File: src/rtl/barrel_shift_pipe_8b.sv
// Registered FIFO front end and output register around an external combinational 8-bit rotate shifter.
// Optional completed-result counter (out_cnt) enabled by defining SHIFT_PIPE_CNT_EN.
module barrel_shift_pipe_8b #(
  parameter int DEPTH  = 4,
  parameter int ADDR_W = 2
) (
  input  logic        clk,
  input  logic        reset,
  input  logic        in_valid,
  output logic        in_ready,
  input  logic [7:0]  in_a,
  input  logic        in_lr,
  input  logic [2:0]  in_amt,
  output logic [7:0]  sh_a,
  output logic        sh_lr,
  output logic [2:0]  sh_amt,
  input  logic [7:0]  sh_y,
  output logic        out_valid,
  input  logic        out_ready,
  output logic [7:0]  out_data
`ifdef SHIFT_PIPE_CNT_EN
  ,
  output logic [15:0] out_cnt
`endif
);

  localparam logic [ADDR_W:0] FULL_CNT = (ADDR_W + 1)'(DEPTH);

  logic [11:0]       r_mem [DEPTH];
  logic [ADDR_W-1:0] r_wr_ptr;
  logic [ADDR_W-1:0] r_rd_ptr;
  logic [ADDR_W:0]   r_count;
  logic              r_out_valid;
  logic [7:0]        r_out_data;

  logic              w_full;
  logic              w_empty;
  logic              w_push;
  logic              w_cap;
  logic [11:0]       w_head;

  assign w_full   = (r_count == FULL_CNT);
  assign w_empty  = (r_count == '0);
  assign in_ready = !w_full;
  assign w_push   = in_valid && !w_full;
  assign w_cap    = !w_empty && (!r_out_valid || out_ready);

  // Head is forced to zero when empty so the shifter inputs never show stale entries.
  assign w_head = w_empty ? 12'h000 : r_mem[r_rd_ptr];
  assign {sh_a, sh_lr, sh_amt} = w_head;

  assign out_valid = r_out_valid;
  assign out_data  = r_out_data;

  always_ff @(posedge clk) begin
    if (w_push) r_mem[r_wr_ptr] <= {in_a, in_lr, in_amt};
  end

  always_ff @(posedge clk or posedge reset) begin
    if (reset) begin
      r_wr_ptr <= '0;
      r_rd_ptr <= '0;
      r_count  <= '0;
    end else begin
      if (w_push) r_wr_ptr <= r_wr_ptr + 1'b1;
      if (w_cap)  r_rd_ptr <= r_rd_ptr + 1'b1;
      case ({w_push, w_cap})
        2'b10:   r_count <= r_count + 1'b1;
        2'b01:   r_count <= r_count - 1'b1;
        default: r_count <= r_count;
      endcase
    end
  end

  always_ff @(posedge clk or posedge reset) begin
    if (reset) begin
      r_out_valid <= 1'b0;
      r_out_data  <= 8'h00;
    end else if (w_cap) begin
      r_out_valid <= 1'b1;
      r_out_data  <= sh_y;
    end else if (r_out_valid && out_ready) begin
      r_out_valid <= 1'b0;
    end
  end

`ifdef SHIFT_PIPE_CNT_EN
  logic [15:0] r_out_cnt;

  always_ff @(posedge clk or posedge reset) begin
    if (reset)                         r_out_cnt <= 16'h0000;
    else if (r_out_valid && out_ready) r_out_cnt <= r_out_cnt + 16'h0001;
  end

  assign out_cnt = r_out_cnt;
`endif

endmodule

File: config.mk
export PLATFORM = sky130hd
export DESIGN_NAME = barrel_shift_pipe_8b
export DESIGN_NICKNAME = d
export VERILOG_FILES = /design/src/rtl/barrel_shift_pipe_8b.sv
export SDC_FILE = /design/constraint.sdc
export NUM_CORES = 1
export LEC_CHECK = 0
export BUFFER_PORTS_ARGS = -buffer_cell sky130_fd_sc_hd__buf_4
export CAP_MARGIN = 25
export CELL_PAD_IN_SITES_DETAIL_PLACEMENT = 0
export CELL_PAD_IN_SITES_GLOBAL_PLACEMENT = 1
export CORE_MARGIN = 1
export CORE_UTILIZATION = 50
export CTS_BUF_LIST = sky130_fd_sc_hd__clkbuf_8 sky130_fd_sc_hd__clkbuf_16
export DETAILED_ROUTE_END_ITERATION = 10
export GPL_TIMING_DRIVEN = 0
export PLACE_DENSITY = 0.91
export SYNTH_ARGS = -nofsm -noshare
export SYNTH_HDL_FRONTEND = slang
export SYNTH_SLANG_ARGS = --single-unit
File: constraint.sdc
create_clock -name clk -period 3.5 [get_ports clk]
set_clock_uncertainty 0.15 [all_clocks]
set_input_delay 0.7 -clock clk [delete_from_list [all_inputs] [get_ports clk]]
set_output_delay 0.7 -clock clk [all_outputs]
set_load 0.05 [all_outputs]
**After elaboration in Yosys (flattened, before gate mapping)**

Memory sizes are Yosys's and may differ from the RTL's.
Index checks and enable logic that the tools add are counted.

- Reduce and logical (&&, ||, !) cells: 10
- Equality and inequality tests: 3
- Multiplexer cells: 6
- Add/sub/neg operators: 4

Operators by type and width:

| operator | number |
|---|---|
| $mux W12 | 1 |
| $pmux W3 S2 | 1 |
| $add A2 B1 Y2 const B | 2 |
| $mux W1 | 4 |
| $reduce_bool A2 Y1 | 2 |
| $add A3 B1 Y3 const B | 1 |
| $eq A3 B3 Y1 const B | 1 |
| $logic_and A1 B1 Y1 | 3 |
| $logic_not A1 Y1 | 3 |
| $logic_not A3 Y1 | 1 |
| $sub A3 B1 Y3 const B | 1 |
| $eq A2 B1 Y1 const B | 1 |
| $eq A2 B2 Y1 const B | 1 |
| $logic_or A1 B1 Y1 | 1 |

- Bits of input ports: 24
- Bits in registers: 16
- Memory bits (writable): 48
- Memories kept: 1
- Output and inout bits: 22

Memory list:

| memory | depth | bits a word | read ports | clocked after memory_dff | wr ports | line | RTL |
|---|---|---|---|---|---|---|---|
| r_mem | 4 | 12 | 1 | 0 | 1 | 29 | `logic [11:0] r_mem [DEPTH];` |

**Longest topological paths before layout**

- Word-level depth: 5
- Gate-level depth with buffers: 9
- Mapped depth without buffers: 9

**Least setup slack after synthesis**

No wires, ideal clock.

- Kind: register to output
- Start: register r_rd_ptr[0]
- End: output port sh_a[0]
- Required time: 2650 ps
- Path slack: 969 ps
- Data arrival time: 1681 ps
- Stages on the path, launching flop included: 5
- Cell sequence: dfrtp_1 -> buf_2 -> buf_6 -> mux4_2 -> nor2b_1

- Cells in the longest elaborated chain, start to end: 2

Ends and longest elaborated chain:

| element | line | RTL |
|---|---|---|
| from (decl) | 31 | `logic [ADDR_W-1:0] r_rd_ptr;` |
| from (signal assigned) | 66 | `if (w_cap) r_rd_ptr <= r_rd_ptr + 1'b1;` |
| $mem_v2 Z4 W12 | -- |  |
| $mux W12 | 49 | `assign w_head = w_empty ? 12'h000 : r_mem[r_rd_ptr];` |
| to (decl) | 14 | `output logic [7:0] sh_a,` |

Every way passes these cells.

**Worst setup path in the final report**

- Start: register r_rd_ptr[0]
- End: output port sh_a[3]

Same word-level chain as after synthesis.

==> run summary <==
Worst setup path
* buffers and inverters — family with the most delay on the worst path
* register to output pin — type of the worst setup path
* 5 — cell depth of the worst setup path
* output pin — crit end category
* 1920 ps — Crit path arrival time
* 3 — crit path buf inv count
* mux4_2 — cell type of the slowest stage on the worst timing path
* 9 — number of cells on the worst reg-to-reg path
* 2650 ps — required time at the endpoint of the critical path
* 10 — largest fanout on the critical path
* 510 ps — Max stage delay on crit path
* register — launching element type of the critical path
* buf_2 -> buf_6 -> mux4_2 -> nor2b_1 -> buf_4 — cell chain of the critical path

Final layout
* 220 — net count of the finished layout
* 65.0% — Final Util
* edfxtp_1 (48), buf_4 (46), dfrtp_1 (16) — commonest cells after routing, fill and taps aside
* 0.00315 sq mm — post-route standard cell area excluding fillers
* 0 — antenna cell count
* edfxtp_1 — most frequent standard cell in the layout excluding fill and tap cells
* 44.0% — fraction of final layout cells with drive strength greater than 1
* 21.9% — P&R area growth vs syn

Detailed routing
* 4 — first-pass detailed-route iteration total
* 0 — Routed Antenna Nets
* 4430 microns — WL final
* 137 microns — Met3 Routed Length
* 1318 — total number of vias
* met4 — highest routed layer
* 37 — number of DRC markers after the initial detailed-route iteration
* 5.07 — number of vias per cell
* 1910 microns — met1 wire length
* 0 — DRC errors left
* 2350 microns — routed wl met2
* 17.0 microns — mean routed wirelength per cell

Power
* 990 mW/mm^2 — power per standard cell area
* 0.000553 V — Worst VDD drop
* 3.12 mW — Power Total
* 1.25 nW — static power due to leakage

Run
* 0 — number of max-cap violations

Synth
* 2.03% — xor and xnor area share after synthesis
* 14.9% — multiplexer area fraction after synthesis
* 134 — number of cells produced by synthesis
* 0 — count of warnings emitted by yosys
* 6.34% — simple-gate portion of the synthesized area
* 0% — post-synthesis compound-gate area fraction
* 25 — count of different cell masters after synthesis
* 64 — Seq cells post-synth
* 3.19% — area share of fa/ha/maj cells after synthesis
* 164 — net count after synthesis
* 19.3 sq um — syn avg cell area
* 0.00258 sq mm — mapped cell area
* multiplexers — combinational family with the most area after synthesis
* 71.2% — portion of the post-synthesis area used by sequential elements

STA
* 79.2% — share of the clock period used by the worst path
* 59.4% — Slew Limit Headroom
* 0 — Final Hold Fails
* 727 ps — worst-case setup margin in the final layout
* 361 MHz — highest achievable clock rate
* 0 — final count of negative-setup-slack endpoints
* 2770 ps — shortest period the worst path allows
* 608 ps — worst slew pin tran
* no — RSZ-0062 raised after global routing
* 0 — number of slew-limit violations in the final report
* 0 ps — sum of negative setup slack

Global routing
* 1416 — vias in the first global route
* 0 — antenna violations before repair
* 17 — largest net degree at the start of global routing
* 6760 microns — first-pass GRT wire length
* 0 — Remaining Overflow, GRT
* 17.6% — global-route usage over all layers

Clocking
* built — CTS tree
* 64 — Sinks on Clock Net
* 3 — deepest level of the CTS H-tree
* 60 ps — register clock-pin slew on the reported worst setup and hold paths
* 320 ps — insertion delay of the later-clocked pin in the worst-skew pair
* 0 — total setup buffers inserted after CTS
* 9 — cts bufs inserted
* 2 — maximum buffer depth of the clock tree
* 0 — Gates resized, CTS repair
* clkbuf_8 — clock root buffer
* 0 — hold buffer count at CTS

Floorplanning
* 46 — number of I/O pins
* 25 — number of placement rows
* 0.00546 sq mm — die area
* 73.9 microns — die span in x
* 53.3% — initial cell density of the core
* 0.00485 sq mm — placeable core region
* 73.9 microns — height of the die

Placement
* 45 — # port buffers
* 3100 microns — hpwl dp
* 930 ps — worst slack at placement
* 0.00301 sq mm — Post-Place Cell Area
* 0.641 — Final Wtd Congestion

Status
* completed — status

Min path
* primary input to asynchronous set/reset pin — class of the tightest hold or removal check

-- state kept, by name, indices dropped and copies added (netlist names) --
signal / flops
r_mem: 48
out_data: 8
r_count: 3
r_rd_ptr: 2
r_wr_ptr: 2
out_valid: 1
-- metal layers --
layer / track usage (%) / vias to the layer above
met1: 22.3 / 683
met5: 0 / -
li1: - / 607
met4: 6.41 / 0
met2: 28.5 / 24
met3: 5.76 / 4
-- synthesized netlist by cell type --
master	n	share of area, %
nor3_2	1	0.39
nand2b_1	1	0.24
mux4_2	12	10
and2_4	1	0.34
buf_2	2	0.39
xor2_1	4	1.4
fa_1	1	0.77
nor2_1	1	0.15
clkbuf_1	1	0.15
dfrtp_1	16	15
mux2i_1	1	0.39
nand2_1	1	0.15
mux2_4	1	0.58
ha_1	5	2.4
inv_1	7	1.0
buf_4	1	0.29
buf_6	1	0.44
mux2_1	2	0.87
and3_2	4	1.2
and3b_1	1	0.34
mux2_2	6	2.6
or3b_4	1	0.44
xnor2_1	2	0.68
edfxtp_1	48	56
nor2b_1	13	3.1
-- kinds of logic (layout without fill, tap and decap cells) --
family,Yosys count,count (layout)
mux,22,22
simple gates,24,24
fa+ha+maj,6,6
xor+xnor,6,6
flops,64,64
buf+inv,12,71
-- final timing paths --
kind,start,endpoint,slack [ps]
min in group clk,out_data[0],out_data[0],360
max in group asynchronous,reset,out_valid,2510
setup reg to reg,r_count[0],r_count[2],1120
setup / recovery,r_rd_ptr[0],sh_a[3],730
hold / removal,reset,r_wr_ptr[0],300
hold reg to reg,out_data[0],out_data[0],360
-- where the power goes --
group	leakage, nW	internal, mW	switching, mW	total, mW
combinational	0.538	0.567	0.952	1.52
sequential	0.624	1.03	0.0853	1.11
clock	0.0862	0.237	0.249	0.487
-- area by class of cell --
cell class / count / area (sq um)
flip-flops and latches: 64 / 1840
clock inverters: 5 / 20.0
repair buffers: 45 / 338
multi-input cells: 58 / 684
plain buffers: 5 / 32.5
clock buffers: 9 / 124
inverters: 7 / 26.3
fillers: 346 / 1700
well taps: 67 / 83.8
-- through the flow --
step	hold slack, ps	cells
2_1_floorplan	325	134
3_3_place_gp	322	246
3_5_place_dp	332	246
4_1_cts	306	260
5_1_grt	334	260
6_report	296	260
No activity file was read; power rests on OpenSTA's default activity.
